==> src/rtl/matrix_animator.sv <==
// matrix_animator: Wishbone pipelined master that renders one 8-row animation
// frame per frame tick into the LED matrix driver's row registers.
module matrix_animator #(
    parameter int WB_DATA_WIDTH = 32,
    parameter int WB_ADDR_WIDTH = 3,
    parameter int FRAME_DIV     = 4194304,
    parameter int ACK_TIMEOUT   = 255
) (
    input  logic                       clk,
    input  logic                       reset,
    input  logic                       i_enable,
    input  logic                       i_mode,
    output logic                       o_wb_cyc,
    output logic                       o_wb_stb,
    output logic                       o_wb_we,
    output logic [WB_ADDR_WIDTH-1:0]   o_wb_addr,
    output logic [WB_DATA_WIDTH/8-1:0] o_wb_sel,
    output logic [WB_DATA_WIDTH-1:0]   o_wb_wdata,
    input  logic                       i_wb_ack,
    input  logic                       i_wb_stall,
    output logic                       o_frame_done,
    output logic                       o_err,
    output logic [7:0]                 o_frame
);
    localparam logic [2:0] S_IDLE  = 3'd0;
    localparam logic [2:0] S_REQ   = 3'd1;
    localparam logic [2:0] S_WAIT  = 3'd2;
    localparam logic [2:0] S_DONE  = 3'd3;
    localparam logic [2:0] S_ABORT = 3'd4;
    localparam int CW = $clog2(FRAME_DIV);
    localparam int TW = $clog2(ACK_TIMEOUT + 1);

    logic [2:0]               state_q, state_d;
    logic [2:0]               row_q, row_d;
    logic [CW-1:0]            cnt_q, cnt_d;
    logic [TW-1:0]            tmr_q, tmr_d;
    logic [7:0]               frame_q, frame_d;
    logic [WB_DATA_WIDTH-1:0] wdata_q, wdata_d;
    logic tick_q, tick_d, pend_q, pend_d, mode_q, mode_d;
    logic cyc_q, cyc_d, stb_q, stb_d, done_q, done_d, err_q, err_d;
    logic start, acked, wrap;

    // Column 0 lands in the most significant nibble.
    function automatic logic [WB_DATA_WIDTH-1:0] render(input logic [2:0] r, input logic m,
                                                        input logic [7:0] f);
        logic [WB_DATA_WIDTH-1:0] w;
        w = '0;
        for (int c = 0; c < 8; c++)
            w[WB_DATA_WIDTH-1-4*c -: 4] = m ? (({r, 3'(c)} == f[5:0]) ? 4'h7 : 4'h0)
                                            : {1'b0, r + 3'(c) + f[2:0]};
        return w;
    endfunction

    assign wrap   = cnt_q == CW'(FRAME_DIV - 1);
    assign cnt_d  = wrap ? '0 : cnt_q + 1'b1;
    assign tick_d = wrap && i_enable;

    always_comb begin
        state_d = state_q;
        row_d   = row_q;
        mode_d  = mode_q;
        frame_d = frame_q;
        pend_d  = pend_q | (tick_q && state_q != S_IDLE);
        tmr_d   = tmr_q;
        done_d  = 1'b0;
        err_d   = 1'b0;
        start   = 1'b0;
        acked   = 1'b0;
        case (state_q)
            S_IDLE, S_DONE, S_ABORT: begin
                start   = tick_q || pend_q;
                state_d = S_IDLE;
            end
            S_REQ: if (!i_wb_stall) begin
                state_d = S_WAIT;
                tmr_d   = '0;
                acked   = i_wb_ack;
            end
            S_WAIT: begin
                acked = i_wb_ack;
                tmr_d = tmr_q + 1'b1;
                if (!i_wb_ack && tmr_q == TW'(ACK_TIMEOUT - 1)) begin
                    state_d = S_ABORT;
                    err_d   = 1'b1;
                end
            end
            default: state_d = S_IDLE;
        endcase
        if (acked) begin
            state_d = (row_q == 3'd7) ? S_DONE : S_REQ;
            row_d   = row_q + 3'd1;
            done_d  = row_q == 3'd7;
            frame_d = frame_q + {7'd0, row_q == 3'd7};
        end
        if (start) begin
            state_d = S_REQ;
            row_d   = '0;
            mode_d  = i_mode;
            pend_d  = 1'b0;
        end
        cyc_d   = state_d == S_REQ || state_d == S_WAIT;
        stb_d   = state_d == S_REQ;
        wdata_d = stb_d ? render(row_d, mode_d, frame_d) : wdata_q;
    end

    always_ff @(posedge clk) begin
        if (reset) begin
            state_q <= S_IDLE;
            row_q   <= '0;
            cnt_q   <= '0;
            tmr_q   <= '0;
            frame_q <= '0;
            wdata_q <= '0;
            tick_q  <= 1'b0;
            pend_q  <= 1'b0;
            mode_q  <= 1'b0;
            cyc_q   <= 1'b0;
            stb_q   <= 1'b0;
            done_q  <= 1'b0;
            err_q   <= 1'b0;
        end else begin
            state_q <= state_d;
            row_q   <= row_d;
            cnt_q   <= cnt_d;
            tmr_q   <= tmr_d;
            frame_q <= frame_d;
            wdata_q <= wdata_d;
            tick_q  <= tick_d;
            pend_q  <= pend_d;
            mode_q  <= mode_d;
            cyc_q   <= cyc_d;
            stb_q   <= stb_d;
            done_q  <= done_d;
            err_q   <= err_d;
        end
    end

    assign o_wb_cyc     = cyc_q;
    assign o_wb_stb     = stb_q;
    assign o_wb_we      = 1'b1;
    assign o_wb_addr    = WB_ADDR_WIDTH'(row_q);
    assign o_wb_sel     = '1;
    assign o_wb_wdata   = wdata_q;
    assign o_frame_done = done_q;
    assign o_err        = err_q;
    assign o_frame      = frame_q;
endmodule
==> config.mk <==
export PLATFORM = sky130hd
export DESIGN_NAME = matrix_animator
export DESIGN_NICKNAME = d
export VERILOG_FILES = /design/src/rtl/matrix_animator.sv
export SDC_FILE = /design/constraint.sdc
export NUM_CORES = 1
export LEC_CHECK = 0
export ABC_AREA = 0
export CORE_UTILIZATION = 25
export DETAILED_ROUTE_END_ITERATION = 12
export GPL_TIMING_DRIVEN = 0
export SLEW_MARGIN = 5
export SYNTH_ARGS = -nofsm -noshare
export SYNTH_HDL_FRONTEND = slang
export SYNTH_SLANG_ARGS = --single-unit
export TNS_END_PERCENT = 20
==> constraint.sdc <==
create_clock -name clk -period 3 [get_ports clk]
set_input_delay 0.6 -clock clk [delete_from_list [all_inputs] [get_ports clk]]
set_output_delay 0.6 -clock clk [all_outputs]
set_load 0.02 [all_outputs]
==> flow_summary.toml, run 1 <==
[logic_synthesis]
syn_inst = 494
yosys-top-cells-count = "nor2_1, dfxtp_1, nand2_1, nand3_1"
post_synth.cell_area_avg_um2 = 8.31
yosysTopAreaCellShare_pct = 36.6
synth.most_common_cell = "nor2_1"
ys_warn_count = 0
synth_area_um2 = 4100
ys.flop_type = "dfxtp_1"
ys_ff_latch = 75
synth-seq-area-share_pct = 36.6
ys_async_sr_fraction_pct = 0
synthTopCellsByArea = "dfxtp_1, nor2_1, ha_1, xnor2_1, nand2_1"
synth_edf_count = 0
synth_area_leader_cell = "dfxtp_1"
synth_cell_type_count = 63

[timing]
setup_viol = 0
post-route-period-util_pct = 96.1
maxSlewViolCount = 0
max_freq_ghz = 0.347
slew_headroom_pct = 57.1
finalSetupTns_ns = 0
whs_ns = 0.451
fin_skew_ns = 0.00597
period_minus_slack_ns = 2.88
worst_pin_slew_ns = 0.643
hold_viol = 0

[placed_design]
dp_hpwl_um = 7750
routabilityCongestion = 0.788
dpl_cell_area_um2 = 4890
portBuffers = 44
dp.cells = 765

[global_route]
first_global_vias = 3511
grt_first_pass_wirelength_um = 17300
grt_overflow = 0
track_usage_pct = 13.2
grt_max_degree = 13
antenna_found_initial = 0

[routing]
vias = 3604
wl_met3_um = 427
wl_met1_um = 5030
initialDrtViolationCount = 186
wl_met2_um = 5010
firstDrtPassIters = 4
vias_per_cell = 4.52
postRouteAntennaNets = 0
top_layer = "met4"
wire_per_inst_um = 13.5
drc = 0
routed_wl_um = 10800

[cts]
clock_latency_ns = 0.34
root_buffer = "clkbuf_16"
clkSlewWorstSetupHoldPaths_ns = 0.06
cts_tree = "yes"
cts_max_path_buffers = 2
clkSinkCount = 75
cts_made_buffers = 9
htreeDepth = 3
postCtsHoldBufs = 0

[setup_path]
path_class = "reg -> reg"
reg2regPathDepth = 13
crit_path_end_kind = "flop"
ff2ff_setup_slack_ns = 0.12
critPathMaxFanout = 5
arrival_ns = 3.14
cp.required_ns = 3.25
worstSetupStartpointType = "flop"
r2r-end = "o_wb_wdata[2]"
timing.rr.start = "o_wb_addr[0]"

[finish]
final_cell_area_um2 = 5560
antenna_cells = 0
instances_no_fill = 798
area_growth_pct = 35.4
final_nets = 601
layout-drive-gt1-share_pct = 17.5

[floorplanning]
design.portCount = 58
start_util_pct = 25.7
rows = 46
die_x_um = 130
dieArea_um2 = 16900
die_h_um = 130
core_um2 = 15900

[outcome]
status = "finished clean"

[power_and_ir_drop]
p_sw_uw = 465
pwr-share-seq_pct = 44.7
intPower_uw = 1770
power_leakage_uw = 0.00201
total_power_uw = 2240
power.density_nw_per_um2 = 403
ir_drop_mv = 0.222
clkPwrFrac_pct = 52.2
p_sw_share_pct = 20.8
p_comb_share_pct = 3.1

[flow_run]
maxCapViolations = 0

[min_path]
holdCritStartpoint = "cnt_q[0]"
hold_end = "cnt_q[0]"
hp-class = "reg -> reg"
min_path_cells = 1
[placed cells by master, fill, tap and decap left out, types with 4 or more instances in the layout]
cell type	count
nor2_1	90
dfxtp_1	72
clkdlybuf4s50_1	42
nand2_1	38
buf_4	31
nand3_1	22
xnor2_1	17
clkbuf_1	17
xor2_1	17
a211oi_1	17
inv_1	16
a21oi_1	16
conb_1	13
nor3_1	11
and3_1	10
clkbuf_16	9
ha_4	8
a311oi_1	7
o22ai_1	6
a21o_1	6
o21ai_0	5
ha_1	5
inv_2	4
mux2i_1	4
nor2b_1	4
nand4_1	4
o211ai_1	4
xnor2_2	4
[critical path: stages (launching register included)]
cell	delay, ns
dfxtp_4	0.38
ha_2	0.20
ha_4	0.16
ha_4	0.16
ha_4	0.13
nand3_1	0.13
a21o_1	0.19
o22ai_1	0.18
a21oi_1	0.13
xnor2_1	0.24
nor4_4	0.29
buf_4	0.21
nand2_1	0.11
a311oi_1	0.29
[worst max path at each step]
stage,start,to,cells past startpoint
6_report,o_wb_addr[0],o_wb_wdata[2],13
5_1_grt,o_wb_addr[0],o_wb_wdata[5],13
2_1_floorplan,i_wb_stall,o_wb_wdata[10],14
3_3_place_gp,i_wb_ack,o_wb_wdata[10],14
4_1_cts,i_wb_stall,o_wb_wdata[10],15
3_5_place_dp,i_wb_ack,o_wb_wdata[22],12
[layer usage]
metal | GRT usage [%] | vias to the layer above
met5 | 0 | -
met4 | 6.43 | 0
met3 | 2.79 | 22
met2 | 21.3 | 65
met1 | 16.8 | 1668
li1 | - | 1849
[layout make-up]
type,instances,area (µm²)
clock inverters,4,73.8
clock buffers,12,246
flip-flops and latches,75,1510
repair buffers,63,594
inverters,20,75.1
plain buffers,33,209
fillers,1665,10400
multi-input cells,375,2580
well taps,216,270
[timing repair]
action                                  CTS  global route
pin swaps                                 9            12
buffers inserted                         10             9
endpoints found under the setup margin   16            24
resized for setup                        21            33
[logic make-up after synthesis]
kind of cell	share of synthesized area, %
buffers and inverters	6.37
adders and majority gates	5.86
other	0.183
AOI/OAI and AO/OA	15.6
and+or+nand+nor	25.6
muxes	1.59
xor gates and xnor gates	8.30
DFF	36.6
[power groups by stage]
| stage | Combinational (µW) | Sequential [µW] | Clock (µW) |
|---|---|---|---|
| CTS | 68.9 | 1000 | 1190 |
| floorplan | 48.5 | 1020 | 0 |
| global route | 75.3 | 1000 | 1240 |
| global placement | 67.6 | 1020 | 0 |
| detailed placement | 67.6 | 1020 | 0 |
| finish | 68.4 | 1000 | 1170 |
[metrics by stage]
| stage | setup WS (ns) | utilization [%] |
|---|---|---|
| after floorplan | 0.00154 | - |
| after global placement | -0.889 | 30.7 |
| after detailed placement | -0.913 | 30.7 |
| after CTS | -0.00396 | 33.7 |
| after global routing | -0.0392 | 34.9 |
| final | 0.116 | 34.9 |
[flip-flops by register name, summed over array words and instances, names as in the netlist]
register      cells
cnt_q            22
mode_q            1
o_wb_stb          1
o_err             1
o_wb_wdata       24
tick_q            1
pend_q            1
o_frame           8
tmr_q             8
o_wb_cyc          1
o_frame_done      1
o_wb_addr         3
state_q           3
(Power assumes the default switching activity.)
==> inputs of run 2 (changes only) <==
- CELL_PAD_IN_SITES_DETAIL_PLACEMENT: not set -> 1
- CELL_PAD_IN_SITES_GLOBAL_PLACEMENT: not set -> 1
- PLACE_DENSITY_LB_ADDON: not set -> 0.1
==> run 2 against run 1 <==
Net effect: highest routed layer unchanged; cell count fell by 0.38%; sequential power barely moved; clock power fell by 5%; critical endpoint is now o_wb_wdata[10].
==> flow_summary.toml, run 2 (synthesis results as in run 1) <==
[finish]
final_cell_area_um2 = 5520
area_growth_pct = 34.5
antenna_cells = 0
final_nets = 598
layout-drive-gt1-share_pct = 17.6
final_cell_mix = "nor2_1, dfxtp_1, clkdlybuf4s50_1, nand2_1, buf_4"
largest_reg_flops = 24
final_common_cell = "nor2_1"

[cts]
root_buffer = "clkbuf_16"
clock_latency_ns = 0.35
htreeDepth = 3
cts_max_path_buffers = 2
postCtsHoldBufs = 0
cts_tree = "yes"
clkSinkCount = 75
clkSlewWorstSetupHoldPaths_ns = 0.06
cts_made_buffers = 9

[setup_path]
arrival_ns = 3.15
path_class = "reg -> reg"
critPathMaxFanout = 5
cp.required_ns = 3.27
r2r-end = "o_wb_wdata[10]"
crit_path_end_kind = "flop"
ff2ff_setup_slack_ns = 0.11
timing.rr.start = "o_wb_addr[0]"
worstSetupStartpointType = "flop"
reg2regPathDepth = 14

[global_route]
grt_max_degree = 14
grt_first_pass_wirelength_um = 19700
first_global_vias = 3748
grt_overflow = 0
antenna_found_initial = 0
track_usage_pct = 15.6

[timing]
fin_ws_ns = 0.114
rsz0062_at_grt = "true"
max_freq_ghz = 0.346
maxSlewViolCount = 0
finalSetupTns_ns = 0
fin_skew_ns = 0.00621
post-route-period-util_pct = 96.2
slew_headroom_pct = 50.6
setup_viol = 0
worst_pin_slew_ns = 0.741
hold_viol = 0
period_minus_slack_ns = 2.89

[routing]
vias_per_cell = 4.65
wire_per_inst_um = 15.8
firstDrtPassIters = 4
drc = 0
vias = 3696
routed_wl_um = 12600
initialDrtViolationCount = 135
postRouteAntennaNets = 0

[floorplanning]
die_h_um = 130
start_util_pct = 25.7
dieArea_um2 = 16900
core_um2 = 15900
die_x_um = 130
rows = 46
design.portCount = 58

[flow_run]
maxCapViolations = 0

[min_path]
min_path_cells = 1
hp-class = "reg -> reg"
hold_end = "cnt_q[0]"
holdCritStartpoint = "cnt_q[0]"

[placed_design]
portBuffers = 44
dp_hpwl_um = 9360
dpl_cell_area_um2 = 4890
pre_cts_ws_ns = -1.10
routabilityCongestion = 0.738

[power_and_ir_drop]
power.density_nw_per_um2 = 395
ir_drop_mv = 0.233
power_leakage_uw = 0.00198

[outcome]
status = "finished clean"
## run 2: repair_timing
action                     4_1_cts  5_1_grt
setup buffers                   12        5
resized for setup               34       20
pin swaps                       11       10
setup endpoints to repair       24       24
## run 2: layer usage
metal  global-route usage (%)  part of all wire [%]  vias up  routed length (µm)
met5                        0                     0        -                   0
met3                     2.30                   2.1       12                 266
met2                     26.8                    50       40                6270
met1                     19.3                    46     1802                5820
met4                     6.98                   1.7        0                 215
li1                         -                     -     1842                   -
## run 2: cell type report
cell class,count,area (µm²)
buffer,32,193
tap,216,270
clock buffer,11,233
clock inverter,5,62.6
fill,1899,10400
sequential,75,1510
multi-input combinational,375,2600
timing repair buffer,61,571
inverter,20,75.1
## run 2: metrics by stage
step	total power [µW]	instances	hold slack (ns)	utilization [%]
after detailed placement	1100	765	0.447	30.7
after floorplan	1070	505	0.418	-
after global placement	1090	765	0.432	30.7
after global routing	2260	795	0.485	34.6
final	2180	795	0.457	34.6
after CTS	2220	791	0.456	34.0
## run 2: worst max-delay path: stages (launching register included)
cell	delay (ns)
dfxtp_4	0.37
ha_4	0.17
ha_4	0.17
ha_4	0.18
ha_4	0.22
mux2i_4	0.23
buf_12	0.15
ha_4	0.20
ha_4	0.18
xnor2_2	0.15
nor2_1	0.05
a21oi_1	0.13
o21ai_1	0.08
a221o_1	0.37
a211oi_2	0.17
## run 2: how the worst max path moves through the flow
| stage | cells after the start | endpoint | startpoint |
|---|---|---|---|
| 2_1_floorplan | 14 | o_wb_wdata[10] | i_wb_stall |
| 3_3_place_gp | 12 | o_wb_wdata[18] | i_wb_ack |
| 3_5_place_dp | 13 | o_wb_wdata[18] | i_wb_ack |
| 4_1_cts | 13 | o_wb_wdata[25] | o_wb_addr[0] |
| 5_1_grt | 13 | o_wb_wdata[10] | state_q[1] |
| 6_report | 14 | o_wb_wdata[10] | o_wb_addr[0] |
## run 2: power by group
| group | switching [µW] | leakage (µW) | total (µW) | internal, µW |
|---|---|---|---|---|
| Clock | 460 | 0.000136 | 1110 | 650 |
| Sequential | 3.03 | 0.000607 | 999 | 996 |
| Combinational | 45.9 | 0.00123 | 69.6 | 23.7 |
==> inputs of run 3 (changes only) <==
- SLEW_MARGIN: 5 -> 20
==> results of run 3 <==
Final layout, timing and power as in run 2 (identical DEF).
